### src/rtl/adc_acq_ctrl.sv
// ADC acquisition controller: sample-clock divider, settling-sample skip,
// signed accumulation of N samples and shifted result publication.
module adc_acq_ctrl #(
    parameter int W_AIO = 16,
    parameter int W_REG = 32,
    parameter int W_DIV = 8,
    parameter int W_CNT = 8
) (
    input  logic             clk,
    input  logic             rst_n,
    input  logic [W_DIV-1:0] cfg_div,
    input  logic [W_CNT-1:0] cfg_num,
    input  logic [W_CNT-1:0] cfg_skip,
    input  logic [4:0]       cfg_shift,
    input  logic             start,
    input  logic             abort,
    output logic             adc_smp,
    input  logic [W_AIO-1:0] adc_in,
    output logic             busy,
    output logic             done,
    output logic [W_REG-1:0] reg_aio
);

    typedef enum logic [1:0] {
        IDLE,
        SKIP,
        ACQ
    } state_e;

    // Divider state
    logic [W_DIV-1:0] div_q, div_d;
    logic [W_DIV-1:0] lim_q, lim_d;
    logic             lim_vld_q, lim_vld_d;
    logic [W_DIV-1:0] div_max;
    logic [W_DIV-1:0] div_lim;
    logic             div_tc;
    logic             smp_q, smp_d;
    logic             smp_dly_q;
    logic             strb;

    // FSM / datapath state
    state_e           state_q, state_d;
    logic [W_CNT-1:0] skip_q, skip_d;
    logic [W_CNT-1:0] ncnt_q, ncnt_d;
    logic [W_CNT-1:0] nlat_q, nlat_d;
    logic [W_CNT-1:0] skiplat_q, skiplat_d;
    logic [4:0]       shift_q, shift_d;
    logic [W_REG-1:0] acc_q, acc_d;
    logic [W_REG-1:0] reg_q, reg_d;
    logic             done_q, done_d;

    logic [W_CNT-1:0]        skip_inc;
    logic [W_CNT-1:0]        ncnt_inc;
    logic [W_REG-1:0]        smp_ext;
    logic signed [W_REG-1:0] acc_sum;
    logic signed [W_REG-1:0] res;

    // Until the first terminal count after reset the live cfg_div sets the
    // half-period; afterwards the value captured at terminal count is used.
    assign div_max = (cfg_div == '0) ? W_DIV'(1) : cfg_div;
    assign div_lim = lim_vld_q ? lim_q : (div_max - W_DIV'(1));
    assign div_tc  = (div_q == div_lim);
    assign strb    = smp_q & ~smp_dly_q;

    // Divider next state: count, toggle the sample clock at terminal count
    always_comb begin
        div_d     = div_q + W_DIV'(1);
        smp_d     = smp_q;
        lim_d     = lim_q;
        lim_vld_d = lim_vld_q;
        if (div_tc) begin
            div_d     = '0;
            smp_d     = ~smp_q;
            lim_d     = div_max - W_DIV'(1);
            lim_vld_d = 1'b1;
        end
    end

    // Divider registers and sample-clock delay for rise detection
    always_ff @(posedge clk or negedge rst_n) begin
        if (!rst_n) begin
            div_q     <= '0;
            lim_q     <= '0;
            lim_vld_q <= 1'b0;
            smp_q     <= 1'b0;
            smp_dly_q <= 1'b0;
        end else begin
            div_q     <= div_d;
            lim_q     <= lim_d;
            lim_vld_q <= lim_vld_d;
            smp_q     <= smp_d;
            smp_dly_q <= smp_q;
        end
    end

    assign skip_inc = skip_q + W_CNT'(1);
    assign ncnt_inc = ncnt_q + W_CNT'(1);
    assign smp_ext  = {{(W_REG-W_AIO){adc_in[W_AIO-1]}}, adc_in};
    assign acc_sum  = $signed(acc_q + smp_ext);
    assign res      = acc_sum >>> shift_q;

    // FSM next state: config latch on start, skip counting, accumulation
    always_comb begin
        state_d   = state_q;
        skip_d    = skip_q;
        ncnt_d    = ncnt_q;
        nlat_d    = nlat_q;
        skiplat_d = skiplat_q;
        shift_d   = shift_q;
        acc_d     = acc_q;
        reg_d     = reg_q;
        done_d    = 1'b0;
        unique case (state_q)
            IDLE: begin
                if (start && !abort) begin
                    nlat_d    = (cfg_num == '0) ? W_CNT'(1) : cfg_num;
                    skiplat_d = cfg_skip;
                    shift_d   = cfg_shift;
                    acc_d     = '0;
                    skip_d    = '0;
                    ncnt_d    = '0;
                    state_d   = (cfg_skip != '0) ? SKIP : ACQ;
                end
            end
            SKIP: begin
                if (abort) begin
                    state_d = IDLE;
                end else if (strb) begin
                    skip_d = skip_inc;
                    if (skip_inc == skiplat_q) begin
                        state_d = ACQ;
                    end
                end
            end
            ACQ: begin
                if (abort) begin
                    state_d = IDLE;
                end else if (strb) begin
                    acc_d  = acc_sum;
                    ncnt_d = ncnt_inc;
                    if (ncnt_inc == nlat_q) begin
                        reg_d   = res;
                        done_d  = 1'b1;
                        state_d = IDLE;
                    end
                end
            end
            default: begin
                state_d = IDLE;
            end
        endcase
    end

    // FSM and datapath registers
    always_ff @(posedge clk or negedge rst_n) begin
        if (!rst_n) begin
            state_q   <= IDLE;
            skip_q    <= '0;
            ncnt_q    <= '0;
            nlat_q    <= '0;
            skiplat_q <= '0;
            shift_q   <= '0;
            acc_q     <= '0;
            reg_q     <= '0;
            done_q    <= 1'b0;
        end else begin
            state_q   <= state_d;
            skip_q    <= skip_d;
            ncnt_q    <= ncnt_d;
            nlat_q    <= nlat_d;
            skiplat_q <= skiplat_d;
            shift_q   <= shift_d;
            acc_q     <= acc_d;
            reg_q     <= reg_d;
            done_q    <= done_d;
        end
    end

    assign adc_smp = smp_q;
    assign busy    = (state_q != IDLE);
    assign done    = done_q;
    assign reg_aio = reg_q;

endmodule

### config.mk
export PLATFORM = sky130hd
export DESIGN_NAME = adc_acq_ctrl
export DESIGN_NICKNAME = d
export VERILOG_FILES = /design/src/rtl/adc_acq_ctrl.sv
export SDC_FILE = /design/constraint.sdc
export NUM_CORES = 1
export LEC_CHECK = 0
export CELL_PAD_IN_SITES_DETAIL_PLACEMENT = 0
export CELL_PAD_IN_SITES_GLOBAL_PLACEMENT = 1
export CORE_ASPECT_RATIO = 0.75
export CORE_UTILIZATION = 45
export DETAILED_ROUTE_END_ITERATION = 8
export PLACE_DENSITY = 0.84
export SETUP_SLACK_MARGIN = 0.3
export SYNTH_ARGS = -nofsm -noshare
export SYNTH_HDL_FRONTEND = slang
export SYNTH_SLANG_ARGS = --single-unit
### constraint.sdc
create_clock -name clk -period 3.9 [get_ports clk]
set_input_delay 0.585 -clock clk [delete_from_list [all_inputs] [get_ports clk]]
set_output_delay 0.585 -clock clk [all_outputs]
set_load 0.01 [all_outputs]
After elaboration in Yosys (flattened, before gate mapping)
Cells that the tools add are included.
{"block": "totals", "in_bits": 49, "register_bits": 123, "word_cells": 80, "out_inout_bits": 35}
{"block": "classes", "eq_ne": 14, "reduce_logical": 14, "muxes": 28, "n_shift": 1, "n_addsub": 5, "n_bitwise": 4}
{"op": "32-bit two-way mux", "n": 3}
{"op": "8-bit two-way mux", "n": 9}
{"op": "32-bit one-hot mux with 2 select lines", "n": 1}
{"op": "32-bit adder", "n": 1}
{"op": "8-bit one-hot mux with 2 select lines", "n": 2}
{"op": "32-bit by 5-bit >>> shifter with 32-bit output", "n": 1}
{"op": "8-bit by 1-bit adder with 8-bit output (second input constant)", "n": 3}
{"op": "8-bit equality test", "n": 3}
{"op": "8-bit logical NOT", "n": 2}
{"op": "2-bit two-way mux", "n": 8}
{"op": "3-bit inequality test (second input constant)", "n": 4}
{"op": "4-bit AND reduction", "n": 3}
{"op": "2-bit inequality test (second input constant)", "n": 5}
{"op": "8-bit nonzero test", "n": 1}
{"op": "8-bit by 1-bit subtractor with 8-bit output (second input constant)", "n": 1}
{"op": "2-bit one-hot mux with 3 select lines", "n": 1}
{"op": "2-bit nonzero test", "n": 3}
{"op": "5-bit AND reduction", "n": 1}
{"op": "1-bit two-way mux", "n": 4}
{"op": "1-bit NOT", "n": 3}
{"op": "2-bit by 1-bit equality test with 1-bit output (second input constant)", "n": 1}
{"op": "2-bit equality test (second input constant)", "n": 1}
{"op": "2-bit logical NOT", "n": 1}
{"op": "2-bit AND reduction", "n": 1}
{"op": "3 further kinds", "n": 3}

Longest topological paths before layout
{"block": "logic_depth", "depth_word": 6, "depth_mapped": 13, "ltp_nobuf": 12}

Worst setup path after synthesis
OpenSTA, ideal clock, no wires.
{"block": "synth_timing", "path_kind": "input port to flip-flop", "from": "in adc_in[0]", "to": "reg reg_q[16], in the netlist reg_aio[16]", "arrival_ns": 3.391, "n_path_buf": 0, "required_time_ns": 3.774, "setup_ns": 0.126, "slack_ns": 0.383, "cell_stages": 12, "cell_sequence": "ha_1 fa_1 a21o_1 and4_1 o21ai_0 nand3_1 a21oi_1 nor3_1 mux4_2 mux2i_1 mux2i_1 a221o_1"}
{"block": "synth_between", "elab_chain_cells": 2}
{"element": "start, declared", "line": "18", "rtl": "input logic [W_AIO-1:0] adc_in,"}
{"element": "32-bit adder", "line": "99", "rtl": "assign acc_sum = $signed(acc_q + smp_ext);"}
{"element": "32-bit by 5-bit >>> shifter with 32-bit output", "line": "100", "rtl": "assign res = acc_sum >>> shift_q;"}
{"element": "end signal, assigned", "line": "174", "rtl": "reg_q <= reg_d;"}
{"element": "end, declared", "line": "49", "rtl": "logic [W_REG-1:0] reg_q, reg_d;"}
Every way passes these cells.
A chain may end at the register's enable or synchronous reset.

Final worst setup path
{"block": "layout_timing", "from": "in adc_in[2]", "to": "reg reg_q[15], in the netlist reg_aio[15]"}
The elaborated chain is that of the path after synthesis.

==> results.yml <==
status:
  outcome: "finished, final reports clean"
detailed_routing:
  drc_errors: 0
  wire_per_inst_um: 19.7
  ant_nets: 0
  vias_per_cell: 5.98
  first_pass_iters: 5
  wirelength_mm: 34.2
  drt_iter0_markers: 982
  vias: 10400
synthesis:
  synth_cell_types: 88
  synth_compound_area_share_pct: 24.7
  synth_fa_ha_area_share_pct: 4.62
  ys.warnings.count: 0
  netlist_instances: 1176
  ys_ff_latch: 123
  ys.flop_type: "dfrtp_1"
  yosys.area_share.xor_xnor_pct: 5.75
  netlist_area_um2: 9910
  ys_async_sr_fraction_pct: 100
  synth_edf_count: 0
  synthMuxAreaShare_pct: 8.80
  synth_simple_gate_area_share_pct: 21.0
  synth_top_family_by_area: "compound AO/OA/AOI/OAI gates"
  postSynthAreaPerCell_um2: 8.43
  synthesis.nets: 1261
  seq_area_frac_synth_pct: 31.1
die:
  initial_core_util_pct: 46.4
  die_x_um: 173
  coreArea_um2: 21400
  die_h_um: 131
  rows: 46
  die-area_um2: 22600
  ios: 84
worst_setup_path:
  crit_chain: "clkdlybuf4s50_1 > ha_2 > o21ai_4 > or3_4 > a21boi_2 > o211ai_1 > a21oi_1 > or3_1 > a311o_1 > nand3_1 > nand3_1 > a31o_2"
  critPathArrivalTime_ns: 3.92
  reg2reg_setup_slack_ns: 0.36
  cp_max_fo: 5
  max_stage_delay_ns: 0.49
  endpoint_kind: "flop"
  critPathBufInv: 1
  cp_data_required_time_ns: 4.22
  start_kind: "primary input"
  reg2reg_to: "reg_aio[15]"
  r2r_start: "acc_q[1]"
  path_class: "in -> reg"
  cp_slowest_cell: "o211ai_1"
  reg2reg_depth: 12
  crit_top_cell: "nand3_1"
  crit_family: "compound AO/OA/AOI/OAI gates"
power:
  p_leak_nw: 6.06
  peakVddDrop_mv: 0.333
  power_density_nw_per_um2: 365
  total_power_mw: 5.03
timing:
  relSlewSlack_pct: 23.2
  period_needed_ns: 3.61
  max_freq_ghz: 0.277
  finalMaxSlewViolations: 0
  rsz0062_at_grt: "yes"
  min_period_over_period_pct: 92.4
  finalClockSkew_ns: 0.0170
  setup_violations: 0
  hold_viol_final: 0
  worst_slew_pin_slew_ns: 1.15
place:
  routabilityCongestion: 0.996
  placed_area_um2: 12300
  portBuffers: 83
  post-dp-hpwl_mm: 25.1
clocking:
  clockRootBuffer: "clkbuf_16"
  cts_tree: "done"
  cts_sinks: 123
  numCtsBuffers: 17
  cts_buffer_depth: 2
  cts_max_level: 4
  path_clk_slew_ns: 0.06
  clk_latency_ns: 0.43
grt:
  grt_max_degree: 78
  overflow: 0
  grt_pass1_wl_mm: 52.7
  first_global_vias: 9656
  grt_antenna_before_repair: 0
  track_usage_pct: 29.8
min_path:
  min_path_type: "in -> async"
job:
  max_cap_viol_count: 0
final_layout:
  final_common_cell: "buf_4"
  final_area_um2: 13800
  area_growth_pct: 38.9
  layout.nets: 1515
  antennaDiodeCount: 0
  final_cell_mix: "221 x buf_4, 123 x dfrtp_1, 114 x nand2_1, 86 x o21ai_0, 83 x nor2_1"
  drive_gt1_share_pct: 29.9
-- report_power, final --
| group | total [mW] | leakage, nW | switching, mW | internal (mW) |
|---|---|---|---|---|
| clock | 1.65 | 0.288 | 0.627 | 1.02 |
| combinational | 1.82 | 4.14 | 1.01 | 0.806 |
| sequential | 1.56 | 1.64 | 0.149 | 1.41 |
| total | 5.03 | 6.06 | 1.79 | 3.24 |
-- worst reg2reg max path: stages, from the launching register on --
cell and delay [ns]:
dfrtp_1 0.44, ha_4 0.27, a211oi_2 0.22, buf_4 0.17, or3_4 0.16, a21boi_2 0.07
o211ai_1 0.49, a21oi_1 0.17, or3_1 0.41, a311o_1 0.44, nand3_1 0.18, nand3_1 0.15
a31o_2 0.27
-- cells in the mapped netlist, types with 6 or more instances --
master,instances,area [µm²]
o31ai_1,12,90.1
dfrtp_1,123,3080
a21o_1,20,150
nand4_1,17,106
or3_1,6,37.5
nor2b_1,6,37.5
a211o_1,6,52.6
inv_1,19,71.3
xor2_1,28,245
nor4_1,10,62.6
nand2b_1,9,56.3
a211oi_1,21,158
buf_1,7,26.3
a21oi_1,71,355
nor2_1,83,312
o21ai_0,98,490
buf_2,14,70.1
mux2_2,31,349
clkbuf_1,47,176
ha_1,35,438
nand2_1,117,439
and2_1,17,106
mux2i_1,23,230
a22oi_1,6,45.0
o21a_1,11,82.6
or2_2,9,56.3
xnor2_1,37,324
mux4_2,13,293
o211ai_1,18,135
nor3_1,27,135
a31oi_1,11,68.8
a31o_2,7,61.3
nand3_1,84,420
and3_1,21,131
-- kinds of logic after synthesis --
| group | after synthesis |
|---|---|
| simple gates | 426 |
| mux | 67 |
| xor+xnor | 65 |
| fa+ha+maj | 36 |
| flops | 123 |
| buf+inv | 95 |
| compound gates | 364 |
-- repair_timing --
action | CTS | global route
hold buffers | 0 | 0
gates resized for setup | 29 | 114
pin swaps | 17 | 42
buffers inserted | 8 | 11
setup endpoints to repair | 31 | 28
-- routing by layer --
| metal | up-vias | part of all wire (%) | wire length (µm) | track usage, % |
|---|---|---|---|---|
| met5 | - | 0 | 0 | 0 |
| met4 | 0 | 1.8 | 612 | 7.65 |
| met3 | 47 | 8.2 | 2800 | 7.58 |
| met2 | 417 | 42 | 14400 | 44.2 |
| met1 | 4969 | 48 | 16300 | 43.0 |
| li1 | 4917 | - | - | - |
-- layout make-up --
class / count / area, µm²
clock buffer: 21 / 450
clock inverter: 11 / 143
fill: 1813 / 7590
inverter: 22 / 82.6
multi-input combinational: 958 / 7090
sequential: 123 / 3080
tap: 288 / 360
timing repair buffer: 308 / 2560
-- registers in the layout, indices dropped and copies added, names as in the netlist, 5 cells and up --
| name | flops |
|---|---|
| acc_q | 32 |
| div_q | 8 |
| lim_q | 8 |
| ncnt_q | 8 |
| nlat_q | 8 |
| reg_aio | 32 |
| shift_q | 5 |
| skip_q | 8 |
| skiplat_q | 8 |
-- how the worst max path moves through the flow --
stage,from,to,cells after the start
6_report,adc_in[2],reg_aio[15],12
5_1_grt,adc_in[2],reg_aio[11],15
3_5_place_dp,adc_in[0],reg_aio[16],13
3_3_place_gp,adc_in[0],reg_aio[16],13
4_1_cts,adc_in[6],reg_aio[10],13
2_1_floorplan,adc_in[0],reg_aio[16],12
-- stage by stage --
stage / util, % / setup TNS (ns) / hold WS, ns / setup WS [ns] / instances
floorplan: - / 0 / 0.289 / 0.383 / 1176
global placement: 57.8 / -8.14 / 0.429 / -0.372 / 1680
detailed placement: 57.8 / -9.80 / 0.429 / -0.482 / 1680
CTS: 61.4 / 0 / 0.357 / 0.315 / 1720
finish: 64.4 / 0 / 0.300 / 0.295 / 1731
global route: 64.4 / 0 / 0.406 / 0.254 / 1731
Power figures use the tool's default switching activity.
